--- src/rtl/mmio_timer_target.sv ---
// Memory-mapped timer/scratch responder on the shared 64-bit bus: snoops requests,
// applies writes in place and returns read responses through the vld/gnt handshake.
module mmio_timer_target #(
  parameter logic [14:0] MM_BASE    = 15'h7020,
  parameter logic [31:0] INTV       = 32'd15,
  parameter int unsigned RESP_DELAY = 2,
  parameter logic [1:0]  SRC_ID     = 2'd3
) (
  input  logic        clk,
  input  logic        rst,
  input  logic [63:0] bus,
  output logic        bus_vld,
  output logic [63:0] bus_out,
  input  logic        bus_gnt,
  output logic        interrupt,
  output logic [31:0] intv
);

  typedef enum logic [1:0] {S_IDLE, S_WAIT, S_REQ} state_t;

  localparam logic [3:0] DLY_INIT = 4'(RESP_DELAY);

  state_t      state_q, state_d;
  logic [3:0]  dly_q, dly_d;
  logic [63:0] act_q, act_d;
  logic [63:0] buf_q, buf_d;
  logic        buf_vld_q, buf_vld_d;

  logic [31:0] scratch_q, scratch_d;
  logic [1:0]  ctrl_q, ctrl_d;
  logic [31:0] count_q, count_d;
  logic [1:0]  status_q, status_d;

  logic        is_req;
  logic        hit;
  logic        rd_hit;
  logic        wr_hit;
  logic [1:0]  off;
  logic [31:0] wdata;
  logic [31:0] rdata;
  logic [63:0] resp_word;
  logic        match;
  logic        drop;
  logic        hold_busy;

  // Size field, pad bits and our own id play no part in decoding; SRC_ID is only
  // meaningful to agents that originate requests.
  logic unused_bits;
  assign unused_bits = ^{bus[57:55], bus[39:32], SRC_ID};

  assign is_req = (bus[62:60] == 3'b001) || (bus[62:60] == 3'b010);
  assign hit    = bus[63] && is_req && (bus[54:42] == MM_BASE[14:2]);
  assign rd_hit = hit && (bus[62:60] == 3'b001);
  assign wr_hit = hit && (bus[62:60] == 3'b010);
  assign off    = bus[41:40];
  assign wdata  = bus[31:0];

  always_comb begin
    rdata = '0;
    case (off)
      2'd0: rdata = scratch_q;
      2'd1: rdata = {30'd0, ctrl_q};
      2'd2: rdata = count_q;
      2'd3: rdata = {30'd0, status_q};
      default: rdata = '0;
    endcase
  end

  assign resp_word = {1'b1, 3'b011, bus[59:58], 3'b010, bus[54:40], 8'h00, rdata};
  assign match     = ctrl_q[1] && (count_q == scratch_q);

  always_comb begin
    scratch_d = scratch_q;
    ctrl_d    = ctrl_q;
    count_d   = count_q;
    status_d  = status_q;
    if (ctrl_q[0]) count_d = count_q + 32'd1;
    if (wr_hit) begin
      case (off)
        2'd0: scratch_d = wdata;
        2'd1: ctrl_d    = wdata[1:0];
        2'd2: count_d   = wdata;
        2'd3: status_d  = status_q & ~wdata[1:0];
        default: ;
      endcase
    end
    // Set sources are applied after the W1C so a same-cycle set wins.
    if (match) status_d[0] = 1'b1;
    if (drop)  status_d[1] = 1'b1;
  end

  // While the active entry stays busy this cycle, a read hit goes to the buffer.
  assign hold_busy = (state_q == S_WAIT) || ((state_q == S_REQ) && !bus_gnt);

  always_comb begin
    state_d   = state_q;
    dly_d     = dly_q;
    act_d     = act_q;
    buf_d     = buf_q;
    buf_vld_d = buf_vld_q;
    drop      = 1'b0;
    case (state_q)
      S_IDLE: begin
        if (rd_hit) begin
          act_d   = resp_word;
          dly_d   = DLY_INIT;
          state_d = S_WAIT;
        end
      end
      S_WAIT: begin
        dly_d = dly_q - 4'd1;
        if (dly_q == 4'd1) state_d = S_REQ;
      end
      S_REQ: begin
        if (bus_gnt) begin
          // The granted entry leaves this cycle, so a concurrent hit has room.
          if (buf_vld_q) begin
            act_d     = buf_q;
            dly_d     = DLY_INIT;
            state_d   = S_WAIT;
            buf_vld_d = rd_hit;
            if (rd_hit) buf_d = resp_word;
          end else if (rd_hit) begin
            act_d   = resp_word;
            dly_d   = DLY_INIT;
            state_d = S_WAIT;
          end else begin
            state_d = S_IDLE;
          end
        end
      end
      default: state_d = S_IDLE;
    endcase
    if (hold_busy && rd_hit) begin
      if (!buf_vld_q) begin
        buf_d     = resp_word;
        buf_vld_d = 1'b1;
      end else begin
        drop = 1'b1;
      end
    end
  end

  always_ff @(posedge clk) begin
    if (rst) begin
      state_q   <= S_IDLE;
      dly_q     <= '0;
      act_q     <= '0;
      buf_q     <= '0;
      buf_vld_q <= 1'b0;
      scratch_q <= '0;
      ctrl_q    <= '0;
      count_q   <= '0;
      status_q  <= '0;
    end else begin
      state_q   <= state_d;
      dly_q     <= dly_d;
      act_q     <= act_d;
      buf_q     <= buf_d;
      buf_vld_q <= buf_vld_d;
      scratch_q <= scratch_d;
      ctrl_q    <= ctrl_d;
      count_q   <= count_d;
      status_q  <= status_d;
    end
  end

  assign bus_vld   = (state_q == S_REQ);
  assign bus_out   = bus_vld ? act_q : '0;
  assign interrupt = status_q[0];
  assign intv      = INTV;

endmodule

--- config.mk ---
export PLATFORM = sky130hd
export DESIGN_NAME = mmio_timer_target
export DESIGN_NICKNAME = d
export VERILOG_FILES = /design/src/rtl/mmio_timer_target.sv
export SDC_FILE = /design/constraint.sdc
export NUM_CORES = 1
export LEC_CHECK = 0
export ABC_CLOCK_PERIOD_IN_PS = 4900
export BUFFER_PORTS_ARGS = -buffer_cell sky130_fd_sc_hd__buf_2
export CORE_UTILIZATION = 50
export CTS_CLUSTER_SIZE = 24
export DETAILED_ROUTE_END_ITERATION = 8
export GPL_ROUTABILITY_DRIVEN = 0
export GPL_TIMING_DRIVEN = 0
export PLACE_DENSITY = 0.72
export SLEW_MARGIN = 25
export SYNTH_ARGS = -nofsm -noshare
export SYNTH_HDL_FRONTEND = slang
export SYNTH_SLANG_ARGS = --single-unit
--- constraint.sdc ---
create_clock -name clk -period 4.9 [get_ports clk]
set_clock_uncertainty 0.15 [all_clocks]
set_input_delay 0.49 -clock clk [delete_from_list [all_inputs] [get_ports clk]]
set_output_delay 0.49 -clock clk [all_outputs]
set_load 0.05 [all_outputs]
[Word level (Yosys, flattened, before mapping)]
Index checks and enable logic that the tools add are counted.
Word-level totals
  memory bits (read-only): 0
  bits in registers: 203
  RAM bits: 0
  memories kept: 0
  latch bits: 0
  word-level logic and storage cells: 88
  input bits: 67
Cells by class
  divide/modulo/power cells: 0
  magnitude comparators: 0
  bitwise gates (word level): 2
  equal/unequal tests: 13
  shift operators: 0
  muxes and demuxes: 36
  add/sub/neg operators: 2
  reduce and logical (&&, ||, !) cells: 25
  multipliers: 0
Operator list (number)
  64-bit 2-to-1 mux: 10
  32-bit one-hot mux with 4 select lines: 1
  64-bit one-hot mux with 2 select lines: 1
  32-bit 2-to-1 mux: 3
  32-bit by 1-bit adder with 32-bit output (second input constant): 1
  32-bit == test: 1
  13-bit == test (second input constant): 1
  4-bit 2-to-1 mux: 3
  4-bit one-hot mux with 3 select lines: 1
  2-bit AND reduction: 6
  1-bit 2-to-1 mux: 11
  2-bit 2-to-1 mux: 5
  2-bit nonzero test: 5
  1-bit logical AND: 7
  2-bit == test (second input constant): 3
  2-bit one-hot mux with 3 select lines: 1
  2-bit by 1-bit == test with 1-bit output (second input constant): 2
  4-bit by 1-bit == test with 1-bit output (second input constant): 1
  2-bit zero test: 2
  2-bit by 1-bit != test with 1-bit output (second input constant): 2
  4-bit by 1-bit subtractor with 4-bit output (second input constant): 1
  3-bit by 1-bit == test with 1-bit output (second input constant): 1
  3-bit by 2-bit == test with 1-bit output (second input constant): 1
  3-bit AND reduction: 1
  6 further kinds: 7

[Logic depth before layout (Yosys ltp)]
Gate-level depths: netlist of run 1.
  depth in word-level cells: 11
  gate-level depth with buffers: 10
  mapped depth without buffers: 7

[Worst setup path before layout of run 1]
Ideal clock, no wire load.
  path kind: flip-flop to output port
  start: reg state_q[0]
  end: out bus_out[13]
  cell stages (with the launch flop): 7
  path slack: 2.176 ns
  data required time: 4.260 ns
  path buffers: 3
  arrival: 2.084 ns
  cells stage by stage: dfxtp_1 inv_1 ha_1 clkbuf_1 clkbuf_1 clkbuf_1 and2_1
Between the ends
  cells in the longest elaborated chain, start to end: 2
Ends and longest elaborated chain
  start, declared: RTL line 23  | state_t state_q, state_d;
  start signal, assigned: RTL line 156  | state_q <= state_d;
  2-bit == test: RTL line 168  | assign bus_vld = (state_q == S_REQ);
  via bus_vld: RTL line 12  | output logic bus_vld,
  64-bit 2-to-1 mux: RTL line 169  | assign bus_out = bus_vld ? act_q : '0;
  end, declared: RTL line 13  | output logic [63:0] bus_out,
The timed path passes the listed nets, and every way through them passes these cells.

[Worst setup path after layout of run 1]
  start: reg state_q[0]
  end: out bus_out[41]
Between the ends
  cells in the longest elaborated chain, start to end: 2
Ends and longest elaborated chain (RTL line)
  2-bit == test: 168
  64-bit 2-to-1 mux: 169
Every way passes these cells.

==> results of run 1 <==
## layer usage
layer	track usage (%)	vias up	part of all wire, %
met5	0	-	0
met4	7.61	0	2.5
met3	2.79	44	5.4
met2	40.8	249	45
met1	35.2	3828	47
li1	-	4175	-
## flip-flops by register name, summed over array words and instances, names as in the netlist
register	cells
state_q	2
buf_q	64
buf_vld_q	1
act_q	64
dly_q	4
scratch_q	32
count_q	32
status_q	2
ctrl_q	2
## path summary, 6_finish.rpt
path / slack (ns) / endpoint
worst max register to register: 2.17 / act_q[39]
worst min register to register: 0.30 / buf_q[17]
worst max-delay path: 1.39 / bus_out[41]
worst min-delay path: 0.09 / scratch_q[19]
## worst max-delay path, stage by stage (launching register included)
cell	delay [ns]
dfxtp_1	0.32
inv_1	0.10
ha_1	0.17
clkbuf_1	0.36
clkbuf_1	0.57
clkbuf_1	0.39
and2_1	0.20
buf_2	0.26
## cell type report
class | instances | share of cell area [%]
plain buffers | 123 | 5.66
well taps | 234 | 2.57
multi-input cells | 820 | 43.4
inverters | 20 | 0.659
clock inverters | 9 | 1.08
flip-flops and latches | 203 | 35.7
repair buffers | 120 | 5.27
clock buffers | 30 | 5.72
## power by group
| group | internal, mW | switching [mW] | total, mW | leakage, nW |
|---|---|---|---|---|
| registers | 1.65 | 0.00000547 | 1.65 | 1.63 |
| clock network | 1.09 | 0.675 | 1.76 | 0.384 |
| logic | 0.0526 | 0.126 | 0.179 | 2.90 |
## placed cells by master, fill, tap and decap left out, types with 7 or more instances in the layout
cell type,n
nand2_1,157
conb_1,32
buf_4,32
nor2_1,158
and2_1,68
xor2_1,51
clkbuf_16,23
a211oi_1,32
clkbuf_1,65
buf_2,139
ha_1,7
xnor2_1,13
mux2i_1,33
nor4_1,10
o221a_2,37
and3_1,25
inv_1,20
o221a_1,16
o32ai_1,12
nand4_1,19
a21oi_1,78
o21ai_0,7
dfxtp_1,203
nand3_1,13
## through the flow
step	utilization [%]	hold WS, ns	power (mW)
2_1_floorplan	-	0.282	1.81
3_3_place_gp	56.6	0.288	1.86
3_5_place_dp	56.6	0.295	1.86
4_1_cts	60.7	0.0773	3.60
5_1_grt	60.7	0.0841	3.69
6_report	60.7	0.0869	3.59
## kinds of logic after synthesis
group / count (synthesis)
and+or+nand+nor: 490
DFF: 203
AOI/OAI and AO/OA: 192
buffers and inverters: 143
xor gates and xnor gates: 64
muxes: 35
adders and majority gates: 7
other: 2
==> impl_results.md, run 1 <==
* Status: finished clean
* Hold Crit Class: in2reg
* Antenna Nets Post-Route at 0
* CP Data Required Time at 4.26 ns
* Die Footprint at 0.0198 mm2
* Synth Warn # at 0
* Post-Route WL at 25.1 mm
* CP Launch Type: flop
* Global-route wire length before repair at 39.7 mm
* Clk Latency, worst-skew pair at 0.50 ns
* Multi-input logic area at 0.00494 mm2
* Fin. max-slew vios at 0
* Yosys cell types at 54
* Simple-gate share of the synthesized area at 24.3%
* Post-Syn Area at 0.00961 mm2
* DRC at 0
* Setup CP Type: reg2out
* Period utilization at 71.7%
* Fraction of synthesized area in multiplexers at 3.91%
* Final Hold Viols at 0
* DR pass1 iterations at 5
* Cts hold-fix bufs at 0
* LEAKAGE at 4.91 nW
* Final worst setup slack at 1.39 ns
* Sequential cell area fraction in the yosys report at 42.3%
* Async SR Flop Fraction at 0%
* Compound-Gate Fraction of Synth Area at 15.2%
* PD cells at 315 mW/mm2
* R2R cell count at 9
* Slew @ Worst Pin at 0.824 ns
* Synth Area in Adders at 0.911%
* CTS Buf Count at 22
* Post-CTS Setup Bufs at 0
* DP HPWL at 18.5 mm
* #FFs+latches synth at 203
* Vias per inst at 5.32
* Ant. Diodes at 0
* Max rail drop VDD at 0.191 mV
* Placed Cells at 1,520
* Share of layout cells above drive strength 1 at 20.0%
* Arrival time worst endpoint at 2.87 ns
* Fin area at 0.0114 mm2
* CP Launch Point: state_q[0]
* Post-synth top cells: dfxtp_1, nor2_1, nand2_1
* Crit end category: primary output
* Synth top area share at 42.3%
* Xor/xnor share of the synthesized area at 5.83%
* Site row count at 50
* Final #Nets at 1,384
* CTS sink count at 203
* Routed via count at 8,296
* Die Span X at 141 um
* Post-synth EDFFs at 0
* Largest net degree at the start of global routing at 14
* Synth area leaders: dfxtp_1, nor2_1, nand2_1
* IO buf count at 120
* Core area at 0.0188 mm2
* Initial Util at 51.2%
* Max Fclk at 0.285 GHz
* Fin cells at 1,559
* Clock root cell: clkbuf_16
* Initial antenna violation count at 0
* Max-Slew Margin vs Limit at 45.1%
* RSZ-0062 raised after global routing: false
* WHS Path Cells at 3
* Cells after synthesis at 1,136
* Max FO, Critical Path at 10
* Mean Syn Cell Area at 8.46 um2
* GRT Total Usage at 25.1%
* Drt wl/cell at 16.1 um
* Endpoints failing setup at 0
* Post-CTS sizing at 0
* Worst-case clock buffer depth at 3
* Worst R2R Start: state_q[0]
* Iteration-0 DRC Markers at 520
* Top-count cell post-synth: dfxtp_1
* IO Count at 165
* Main combinational cell family by area after synthesis: simple AND/OR/NAND/NOR gates
* H-tree Lvls at 1
* Clock slew at reported path FFs at 0.06 ns
* Flip-flop and latch area at 0.00406 mm2
* Synth area leader: dfxtp_1
* Prevailing post-synth register cell: dfxtp_1
* Die H at 141 um
* Layout area overhead at 18.5%
* CTS tree: built
* Setup TNS Final at 0 ns
* Area after DPL at 0.0106 mm2
* Place WS at 1.86 ns
* Max Cap Violations at 0
* Worst Hold Launch: bus[19]
* Vias in the first global route at 7,633
* Grt total ovfl at 0
* Post-route minimum period at 3.51 ns
* # fillers at 1,675
Power figures use the tool's default switching activity.
==> run 2, diff against run 1 <==
--- a/config.mk
+++ b/config.mk
@@ -5,7 +5,8 @@
 export SDC_FILE = /design/constraint.sdc
 export NUM_CORES = 1
 export LEC_CHECK = 0
-export ABC_CLOCK_PERIOD_IN_PS = 4900
+export ABC_AREA = 1
+export ABC_CLOCK_PERIOD_IN_PS = 3600
 export BUFFER_PORTS_ARGS = -buffer_cell sky130_fd_sc_hd__buf_2
 export CORE_UTILIZATION = 50
 export CTS_CLUSTER_SIZE = 24
==> constraint.sdc (replaced) <==
create_clock -name clk -period 3.6 [get_ports clk]
set_clock_uncertainty 0.15 [all_clocks]
set_input_delay 0.36 -clock clk [delete_from_list [all_inputs] [get_ports clk]]
set_output_delay 0.36 -clock clk [all_outputs]
set_load 0.05 [all_outputs]
==> run 2 against run 1 <==
Against the previous run: clock power grew 33%; critical path depth rose by 1; largest power group unchanged; sequential power rose by 37%; critical path type unchanged; count of clock-buffer cells in the layout is 2 higher; register-to-register slack worse by 1.1 ns; global-route usage increased by 3.5 points; first-iteration DRC count increased by 89%; via count up 31%.
==> impl_results.md, run 2 <==
* Period utilization at 94.5%
* Initial Util at 51.8% (+0.59 points)
* Final Hold Viols at 0 (unchanged)
* Arrival time worst endpoint at 2.89 ns (+0.02 ns)
* Setup TNS Final at 0 ns (unchanged)
* Crit-path cells: inv_1 > ha_1 > buf_2 > clkbuf_1 > clkbuf_1 > nand2_1 > inv_1 > buf_2
* Vias per inst at 5.03 (-5.5%)
* Site row count at 52 (+4.0%)
* IO buf count at 120 (unchanged)
* GRT Total Usage at 28.7% (+3.5 points)
* Synth area leaders: dfxtp_1, nor2_1, nand2_1
* Iteration-0 DRC Markers at 985 (+89%)
* Antenna Nets Post-Route at 0 (unchanged)
* Die Footprint at 0.0218 mm2 (+10%)
* Prevailing post-synth register cell: dfxtp_1
* Post-synth EDFFs at 0 (unchanged)
* Core area at 0.0205 mm2 (+9.2%)
* Status: finished clean
* LEAKAGE at 6.28 nW (+28%)
* Post-synth top cells: nor2_1, nand2_1, inv_1
* Crit path max-delay family: buffers and inverters
* Layout area overhead at 19.7%
* Hold Crit Class: in2reg
* Global-route wire length before repair at 49.9 mm (+26%)
* Most frequent cells in the layout: nor2_1, nand2_1, inv_1
* IO Count at 165 (unchanged)
* DP HPWL at 23.1 mm (+25%)
* Worst-case clock buffer depth at 3 (unchanged)
* CTS Buf Count at 23 (+4.5%)
* CTS tree: built
* Post-Route WL at 31.2 mm (+24%)
* CP Launch Type: flop
* Largest net degree at the start of global routing at 13 (-1)
* Routed via count at 10,884 (+31%)
* Vias in the first global route at 9,724 (+27%)
* Max Cap Violations at 0 (unchanged)
* Max-Slew Margin vs Limit at 47.3% (+2.2 points)
* Sequential cell area fraction in the yosys report at 38.3% (-4.0 points)
* H-tree Lvls at 1 (unchanged)
* Clock root cell: clkbuf_16
* Share of layout cells above drive strength 1 at 13.1% (-6.9 points)
* Grt total ovfl at 0 (unchanged)
* Yosys cell types at 43 (-20%)
* Cell at the slowest stage of the critical path: clkbuf_1
* Drt wl/cell at 14.4 um (-10%)
* Endpoints failing setup at 0 (unchanged)
* Initial antenna violation count at 2 (+2)
* DR pass1 iterations at 6 (+1)
* Post-CTS Setup Bufs at 0 (unchanged)
* Crit end category: primary output
* Mean Syn Cell Area at 6.34 um2 (-25%)
* Max FO, Critical Path at 10 (unchanged)
* Post-Syn Area at 0.0106 mm2 (+10%)
* Die H at 148 um (+5.0%)
* Max Fclk at 0.294 GHz
* Post-route minimum period at 3.40 ns
* Pwr Total at 5.12 mW (+43%)
* Synth Warn # at 0 (unchanged)
* Post-CTS sizing at 0 (unchanged)
* Synth top area share at 38.3% (-4.0 points)
* Cells after synthesis at 1,674 (+47%)
* CTS sink count at 203 (unchanged)
* Max rail drop VDD at 0.368 mV (+92%)
* Worst path buffer plus inverter count at 6 (+1)
* Setup CP Type: reg2out
* Crit-path max cell delay at 0.57 ns (about the same)
* Synth area leader: dfxtp_1
* PD cells at 403 mW/mm2 (+28%)
* # fillers at 1,974 (+18%)
* RSZ-0062 raised after global routing: false
* CP Data Required Time at 3.09 ns (-1.17 ns)
* #FFs+latches synth at 203 (unchanged)
* Die Span X at 148 um (+5.0%)
* Most common cell after layout, fill and taps aside: nor2_1
* DRC at 0 (unchanged)
* Clock slew at reported path FFs at 0.06 ns (about the same)
* Final #Nets at 1,952 (+41%)
* Fin. max-slew vios at 0 (unchanged)
* Clk Latency, worst-skew pair at 0.50 ns (about the same)
* Biggest regs: act_q (64), buf_q (64)
* Slew @ Worst Pin at 0.791 ns (-0.0329 ns)
* Async SR Flop Fraction at 0% (unchanged)
* Top-count cell post-synth: nor2_1
[run 2: changes by cell type after synthesis, moves of 30 or more]
cell      change
a211oi_1     -30
and2_1       -68
inv_1       +216
mux2i_1      -33
nand2_1     +178
nand3_1      +61
nor2_1      +216
o21ai_0     +111
o21ai_1      +31
o221a_2      -37
xor2_1       -35
[run 2: worst paths after layout]
kind	slack [ns]	depth (start not counted)	from	to
max	0.20	8	state_q[0]	bus_out[34]
min	0.03	3	bus[9]	scratch_q[9]
max reg2reg	1.10	8	state_q[0]	act_q[20]
min reg2reg	0.30	2	buf_q[35]	buf_q[35]
[run 2: routing by layer]
| metal | routed length [um] | global-route usage, % | share of wire, % | up-vias |
|---|---|---|---|---|
| met3 | 2550 | 4.32 | 8.2 | 74 |
| met2 | 13900 | 46.7 | 45 | 443 |
| li1 | - | - | - | 5506 |
| met5 | 0 | 0 | 0 | - |
| met1 | 13700 | 38.9 | 44 | 4861 |
| met4 | 994 | 9.28 | 3.2 | 0 |
[run 2: worst register-to-register path: cells and delay by family, from the launching register on]
family	cells	cell delay (ns)
AND/OR/NAND/NOR	2	0.15
buffers and inverters	3	0.70
flip-flops	1	0.36
adder cells (fa/ha/maj)	1	0.23
AO/OA/AOI/OAI	2	0.78
[run 2: stage by stage]
| stage | area, um2 | worst slack, ns | utilization, % | cells | hold WS [ns] |
|---|---|---|---|---|---|
| 2_1_floorplan | 10700 | 1.03 | - | 1704 | 0.278 |
| 3_3_place_gp | 11700 | 0.697 | 56.9 | 2094 | 0.285 |
| 3_5_place_dp | 11700 | 0.672 | 56.9 | 2094 | 0.289 |
| 4_1_cts | 12700 | 0.142 | 62.0 | 2162 | 0.0110 |
| 5_1_grt | 12700 | 0.0293 | 62.0 | 2164 | 0.0291 |
| 6_report | 12700 | 0.197 | 62.0 | 2164 | 0.0263 |
[run 2: what timing repair did]
| item | CTS | global route |
|---|---|---|
| hold buffers | 29 | 0 |
| endpoints found under the hold margin | 37 | 0 |
| setup endpoints to repair | 0 | 0 |
[run 2: power breakdown]
| group | leakage (nW) | switching (mW) | total (mW) | internal (mW) |
|---|---|---|---|---|
| registers | 1.63 | 0.00444 | 2.26 | 2.25 |
| clock network | 0.360 | 0.907 | 2.34 | 1.43 |
| logic | 4.28 | 0.359 | 0.527 | 0.168 |
| total | 6.28 | 1.27 | 5.12 | 3.85 |
[run 2: cell families (layout without fill, tap and decap cells)]
kind of cell	count (synthesis)	after routing	share of synthesized area, %
simple gates	835	835	32.1
buf+inv	355	543	14.3
compound gates	244	244	12.1
flops	203	203	38.3
xor+xnor	28	28	2.31
fa+ha+maj	7	7	0.825
other cells	2	34	0.0707
[run 2: area by class of cell]
type	instances	area, um2	share of cell area [%]
clock inverters	7	113	0.886
diodes	2	5.00	0.0394
multi-input cells	1146	5140	40.5
clock buffers	32	629	4.95
well taps	270	338	2.66
flip-flops and latches	203	4060	32.0
repair buffers	149	891	7.01
plain buffers	111	603	4.75
inverters	244	918	7.23
